[config.mk]
export PLATFORM = sky130hd
export DESIGN_NAME = uart_rx_sampler
export DESIGN_NICKNAME = d
export VERILOG_FILES = /design/src/rtl/uart_rx_sampler.sv
export SDC_FILE = /design/constraint.sdc
export NUM_CORES = 1
export LEC_CHECK = 0
export BUFFER_PORTS_ARGS = -buffer_cell sky130_fd_sc_hd__buf_2
export CORE_UTILIZATION = 35
export CTS_BUF_LIST = sky130_fd_sc_hd__clkbuf_4 sky130_fd_sc_hd__clkbuf_8
export CTS_CLUSTER_DIAMETER = 200
export DETAILED_ROUTE_END_ITERATION = 12
export GPL_TIMING_DRIVEN = 0
export SLEW_MARGIN = 25
export SYNTH_ARGS = -nofsm -noshare
export SYNTH_HDL_FRONTEND = slang
export SYNTH_SLANG_ARGS = --single-unit
[constraint.sdc]
create_clock -name clk -period 2.1 [get_ports clk]
set_input_delay 0.21 -clock clk [delete_from_list [all_inputs] [get_ports clk]]
set_output_delay 0.21 -clock clk [all_outputs]
set_load 0.005 [all_outputs]
[src/rtl/uart_rx_sampler.sv]
// ---------------------------------------------------------------------------
// uart_rx_sampler
//   UART receiver driven by a 16x-oversampling baud tick. Deserialises the
//   asynchronous rx line (LSB first) into DBIT-wide words, optionally checks
//   an even/odd parity bit, and reports framing and parity errors alongside
//   a one-clock done strobe.
//
// Parameters
//   DBIT     data bits per frame (5..9)
//   SB_TICK  stop-bit length in s_ticks (16 = 1, 24 = 1.5, 32 = 2 stop bits)
//   PARITY   0 = none, 1 = even, 2 = odd
//
// Ports
//   clk           system clock
//   reset         asynchronous, active-low reset
//   rx            asynchronous serial line, idle high
//   s_tick        one-clock pulse at 16x the baud rate
//   dout          last received data word (held until the next word)
//   rx_done_tick  one-clock pulse: dout / frame_err / parity_err are valid
//   frame_err     stop bit was sampled low for the word just completed
//   parity_err    parity mismatch for the word just completed
//   busy          high whenever the receiver is not idle
// ---------------------------------------------------------------------------
module uart_rx_sampler #(
    parameter int DBIT    = 8,
    parameter int SB_TICK = 16,
    parameter int PARITY  = 0
) (
    input  logic            clk,
    input  logic            reset,
    input  logic            rx,
    input  logic            s_tick,
    output logic [DBIT-1:0] dout,
    output logic            rx_done_tick,
    output logic            frame_err,
    output logic            parity_err,
    output logic            busy
);

    localparam int N_W = (DBIT > 1) ? $clog2(DBIT) : 1;

    typedef enum logic [2:0] {
        IDLE  = 3'd0,
        START = 3'd1,
        DATA  = 3'd2,
        PAR   = 3'd3,
        STOP  = 3'd4
    } state_t;

    state_t          state_r;
    logic [4:0]      s_r;
    logic [N_W-1:0]  n_r;
    logic [DBIT-1:0] shift_r;
    logic            par_bit_r;
    logic            rx_meta_r;
    logic            rx_sync_r;

    // Parity check: the data bits plus the received parity bit must XOR to 0
    // for even parity and to 1 for odd parity; never flags when disabled.
    function automatic logic parity_mismatch(input logic [DBIT-1:0] data,
                                             input logic            pbit);
        logic odd_sel;
        odd_sel = (PARITY == 2) ? 1'b1 : 1'b0;
        if (PARITY != 0) begin
            parity_mismatch = (^data) ^ pbit ^ odd_sel;
        end else begin
            parity_mismatch = 1'b0;
        end
    endfunction

    // Two-flop synchroniser for the asynchronous rx pin; resets to idle level.
    always_ff @(posedge clk or negedge reset) begin
        if (!reset) begin
            rx_meta_r <= 1'b1;
            rx_sync_r <= 1'b1;
        end else begin
            rx_meta_r <= rx;
            rx_sync_r <= rx_meta_r;
        end
    end

    // Receive FSM with registered outputs; counters advance only on s_tick,
    // except the IDLE exit which reacts to the start edge immediately.
    always_ff @(posedge clk or negedge reset) begin
        if (!reset) begin
            state_r      <= IDLE;
            s_r          <= 5'd0;
            n_r          <= '0;
            shift_r      <= '0;
            par_bit_r    <= 1'b0;
            dout         <= '0;
            rx_done_tick <= 1'b0;
            frame_err    <= 1'b0;
            parity_err   <= 1'b0;
            busy         <= 1'b0;
        end else begin
            // The done strobe lasts one clock regardless of s_tick.
            rx_done_tick <= 1'b0;
            case (state_r)
                IDLE: begin
                    if (!rx_sync_r) begin
                        state_r <= START;
                        s_r     <= 5'd0;
                        busy    <= 1'b1;
                    end
                end
                START: begin
                    if (s_tick) begin
                        // Eight ticks in is the middle of the start bit.
                        if (s_r == 5'd7) begin
                            if (!rx_sync_r) begin
                                state_r <= DATA;
                                s_r     <= 5'd0;
                                n_r     <= '0;
                            end else begin
                                // Too short to be a start bit: a glitch.
                                state_r <= IDLE;
                                s_r     <= 5'd0;
                                busy    <= 1'b0;
                            end
                        end else begin
                            s_r <= s_r + 5'd1;
                        end
                    end
                end
                DATA: begin
                    if (s_tick) begin
                        if (s_r == 5'd15) begin
                            s_r     <= 5'd0;
                            shift_r <= {rx_sync_r, shift_r[DBIT-1:1]};
                            if (n_r == N_W'(DBIT - 1)) begin
                                state_r <= (PARITY != 0) ? PAR : STOP;
                            end else begin
                                n_r <= n_r + N_W'(1);
                            end
                        end else begin
                            s_r <= s_r + 5'd1;
                        end
                    end
                end
                PAR: begin
                    if (s_tick) begin
                        if (s_r == 5'd15) begin
                            par_bit_r <= rx_sync_r;
                            s_r       <= 5'd0;
                            state_r   <= STOP;
                        end else begin
                            s_r <= s_r + 5'd1;
                        end
                    end
                end
                STOP: begin
                    if (s_tick) begin
                        if (s_r == 5'(SB_TICK - 1)) begin
                            state_r      <= IDLE;
                            s_r          <= 5'd0;
                            busy         <= 1'b0;
                            dout         <= shift_r;
                            frame_err    <= ~rx_sync_r;
                            parity_err   <= parity_mismatch(shift_r, par_bit_r);
                            rx_done_tick <= 1'b1;
                        end else begin
                            s_r <= s_r + 5'd1;
                        end
                    end
                end
                default: begin
                    state_r <= IDLE;
                    s_r     <= 5'd0;
                    busy    <= 1'b0;
                end
            endcase
        end
    end

endmodule

Word level (Yosys, flattened, before mapping):

Cells that the tools add are included.

* output and inout port bits: 12
* register bits after elaboration: 32
* logic and storage cells: 80
* input bits: 4

* bitwise logic cells: 2
* add/sub/neg operators: 2
* equal/unequal tests: 21
* multiplexer cells: 35
* reduce and logical (&&, ||, !) cells: 10

Operators with widths (number)
* $mux W3: 16
* $ne A2 B2 Y1 const B: 13
* $mux W5: 5
* $pmux W3 S5: 1
* $pmux W5 S3: 1
* $reduce_and A7 Y1: 2
* $reduce_and A10 Y1: 1
* $mux W1: 9
* $reduce_and A3 Y1: 3
* $eq A3 B2 Y1 const B: 2
* $eq A3 B3 Y1 const B: 2
* $pmux W3 S2: 1
* $add A5 B1 Y5 const B: 1
* $eq A5 B3 Y1 const B: 1
* $eq A5 B4 Y1 const B: 1
* $pmux W1 S4: 1
* $add A3 B1 Y3 const B: 1
* $eq A3 B1 Y1 const B: 1
* $logic_not A3 Y1: 1
* $reduce_or A3 Y1: 1
* $mux W2: 1
* $ne A2 B1 Y1 const B: 1
* $not A1 Y1: 2
* $reduce_bool A2 Y1: 1
* $reduce_or A2 Y1: 1

Logic depth before layout (Yosys ltp):

* word-level depth: 5
* depth in mapped cells: 7

Worst setup path before layout:

No wires, ideal clock.

* path type: reg-to-reg
* start: reg s_r[0]
* end: reg n_r[0]
* cell stages (with the launch flop): 7
* setup time: 0.125 ns
* slack: 0.283 ns
* required time: 1.975 ns
* arrival time: 1.692 ns
* clock period less this slack: 1.817 ns
* cell sequence: dfrtp_1 > ha_1 > nand3b_1 > or4b_4 > nor3_2 > o32ai_1 > mux2_2

* word-level cells in the longest chain between the ends: 3
* elaborated cells on any way between the ends: 5
* classes of those cells: 4 x eq/ne; 1 x reduce/logical

RTL lines
* start: declaration: RTL line 51 `logic [4:0] s_r;`
* start signal: assignment: RTL line 122 `s_r <= s_r + 5'd1;`
* start signal: assignment: RTL line 137 `s_r <= s_r + 5'd1;`
* start signal: assignment: RTL line 148 `s_r <= s_r + 5'd1;`
* $eq A5 B4 Y1 / $eq A5 B3 Y1 (equally long branches): RTL line 128, 110
* $ne A2 B2 Y1 (no source line)
* $reduce_and A7 Y1 (no source line) *
* end signal: assignment: RTL line 134 `n_r <= n_r + N_W'(1);`
* end: declaration: RTL line 52 `logic [N_W-1:0] n_r;`

Every way passes the cells marked *; elsewhere a longest branch is shown, timed or not.
A chain may end at the register's enable or synchronous reset.

Final worst setup path:

* start: reg s_r[1]
* end: reg n_r[0]

The elaborated chain is that of the path after synthesis.

==> qor.txt <==
Post-synth EDFFs - 0
worst reg2reg path depth - 6
H-Tree Depth - 2
antenna violations before repair - 0
CTS tree - done
CTS buffer count - 5
CP required - 2270 ps
#FFs+latches synth - 32
clk buf depth - 2
RSZ-0062 raised after global routing - false
routed wire length per instance - 15.3 µm
Reg2Reg Setup Slack - 100 ps
most frequently used flop master after synthesis - dfrtp_1
post-synth cell types - 41
nets@finish - 153
Hold Path Cell Cnt - 1
first-pass GRT wire length - 4950 µm
crit path time final - 2000 ps
setup TNS - 0 ps
critical path peak fanout - 4
routed vias - 1063
area added between synthesis and finish - 17.8%
starting density of the core - 37.2%
crit path capture type - flop
Root Driver - clkbuf_8
area of the multi-input gates - 676 µm²
clk_skew - 3.30 ps
clk slew on worst S/H paths - 70 ps
CP Buf/Inv Count - 0
Util after Layout - 43.8%
initial drt markers - 75
pwr dens - 974 nW/µm²
final slew viol count - 0
Cell Area, Synth - 1520 µm²
fill count - 402
# IOs - 16
GP Congestion - 0.837
cells after synthesis - 123
FFs w/ async S/R, synth - 100%
chip height - 67.9 µm
Syn Area/Cell - 12.3 µm²
largest net degree at the start of global routing - 33
Crit path max-delay family - simple AND/OR/NAND/NOR gates
gr ovfl total - 0
Post-DRT Antenna Nets - 0
fmax - 500 MHz
die area - 4610 µm²
maximum vdd drop - 523 µV
Final Hold Fails - 0
n_diodes - 0
clock sink count - 32
max cap viols - 0
Worst Tran Pin Value - 718 ps
Critical-path top delay cell - or4b_4
Core Area - 4090 µm²
vias in the first global route - 1057
PortBufs - 14
reg-to-reg endpoint - n_r[0]
critical-path cell list - ha_2 -> nand3b_1 -> or4b_4 -> nor3_4 -> o32ai_2 -> mux2_2
critical path startpoint category - flop
synth warn - 0
status - finished clean
Hold Crit Class - input pin to flop
Die Width - 67.9 µm
max_slew headroom - 52.2%
total wire length - 3000 µm
hold worst-path end - rx_meta_r
num rows - 23
latest clock arrival within the worst-skew pair - 280 ps
DRT Pass-1 Iters - 4
Post-CTS Setup Repair Bufs - 0
Sequential Area - 803 µm²
Tot GR Track Use - 14.9%
# DRC - 0
Synthesized Nets - 131
Data arrival, critical path - 2170 ps
vias per cell - 5.42
Levels on crit path - 6
Worst path max stage delay - 530 ps
reg-to-reg startpoint - s_r[1]
hold_sp - rx
Seq/Total Area, Yosys - 52.9%
layout cells sized above 1 - 41.1%
CP Class - flop to flop
# setup viols final - 0
DP Wirelength - 2020 µm
Tcrit/Tclk final - 95.3%
Leak - 0.863 nW
## cells in the final DEF (no fill, tap or decap), drive strengths merged, types with 2 or more instances in the layout
cell,n
o21ai,4
ha,4
dfstp,2
a21oi,5
nor3,7
nand2,4
o21a,2
clkbuf,7
or4b,2
mux2,20
dfrtp,30
nand2b,2
nor2,5
nand3,2
a22o,3
inv,5
buf,20
nand3b,2
## where the power goes
group	switching [W]	internal [W]	leakage (nW)
sequential	0.0000502	0.000676	0.428
combinational	0.000249	0.000180	0.377
clock	0.000222	0.000365	0.0586
## cell usage after synthesis, types with 2 or more instances
master	instances	area (µm²)
ha_1	4	50.1
a21oi_1	5	25.0
nand2_1	4	15.0
nand2b_1	2	12.5
nand3_1	2	10.0
o21a_1	2	15.0
dfstp_2	2	52.6
a22o_1	3	26.3
nor2_1	4	15.0
mux2_2	19	214
inv_1	5	18.8
dfrtp_1	30	751
o21ai_0	4	20.0
nor3_1	5	25.0
nand3b_1	2	15.0
buf_2	5	25.0
## logic make-up after synthesis
kind of cell	after synthesis	synth area share, %
adders and majority gates	4	3.30
and+or+nand+nor	29	12.7
AOI/OAI and AO/OA	24	11.5
buffers and inverters	12	3.71
muxes	20	15.1
DFF	32	52.9
other	1	0.247
xor gates and xnor gates	1	0.577
## layout make-up
| type | count | share of cell area [%] |
|---|---|---|
| Timing Repair Buffer | 15 | 4.48 |
| Buffer | 7 | 2.10 |
| Clock inverter | 2 | 1.96 |
| Clock buffer | 6 | 4.27 |
| Inverter | 5 | 1.05 |
| Multi-Input combinational cell | 79 | 37.8 |
| Tap cell | 50 | 3.50 |
| Sequential cell | 32 | 44.9 |
## worst register-to-register path, cell delays in order (launching register included)
cell	delay, ps
dfrtp_1	390
ha_2	230
nand3b_1	130
or4b_4	530
nor3_4	210
o32ai_2	130
mux2_2	270
## state kept, by name, indices dropped and copies added (netlist names)
signal and flops:
busy 1, dout 8, frame_err 1, n_r 3
rx_done_tick 1, rx_meta_r 1, rx_sync_r 1, s_r 5
shift_r 8, state_r 3
## worst max-delay path by stage
stage                       to   start  slack, ps
floorplan               n_r[0]  s_r[0]        280
global placement    shift_r[6]  s_r[0]        110
detailed placement  shift_r[3]  s_r[0]         80
CTS                 shift_r[3]  s_r[0]         70
global route            n_r[0]  s_r[1]          8
finish                  n_r[0]  s_r[1]        100
## metrics by stage
step | power [W] | instance area (µm²) | hold slack (ps) | setup slack, ps | std cells
global placement | 0.00111 | 1650 | 288 | 106 | 187
detailed placement | 0.00114 | 1650 | 304 | 83.4 | 187
finish | 0.00174 | 1790 | 19.2 | 99.1 | 196
CTS | 0.00175 | 1770 | 3.48 | 70.9 | 196
floorplan | 0.00104 | 1520 | -85.6 | 283 | 123
global route | 0.00183 | 1790 | 0.0764 | 7.69 | 196
## layer usage
metal / up-vias / track usage, % / share of wire, %
met5: - / 0 / 0
met1: 536 / 16.8 / 44
met3: 4 / 5.67 / 5.4
li1: 491 / - / -
met2: 32 / 24.9 / 49
met4: 0 / 6.77 / 1.5
## what timing repair did
item / 4_1_cts / 5_1_grt
resized for setup: 0 / 3
hold buffers: 1 / 0
setup endpoints to repair: 0 / 9
endpoints found under the hold margin: 30 / 0
(Power assumes the default switching activity.)
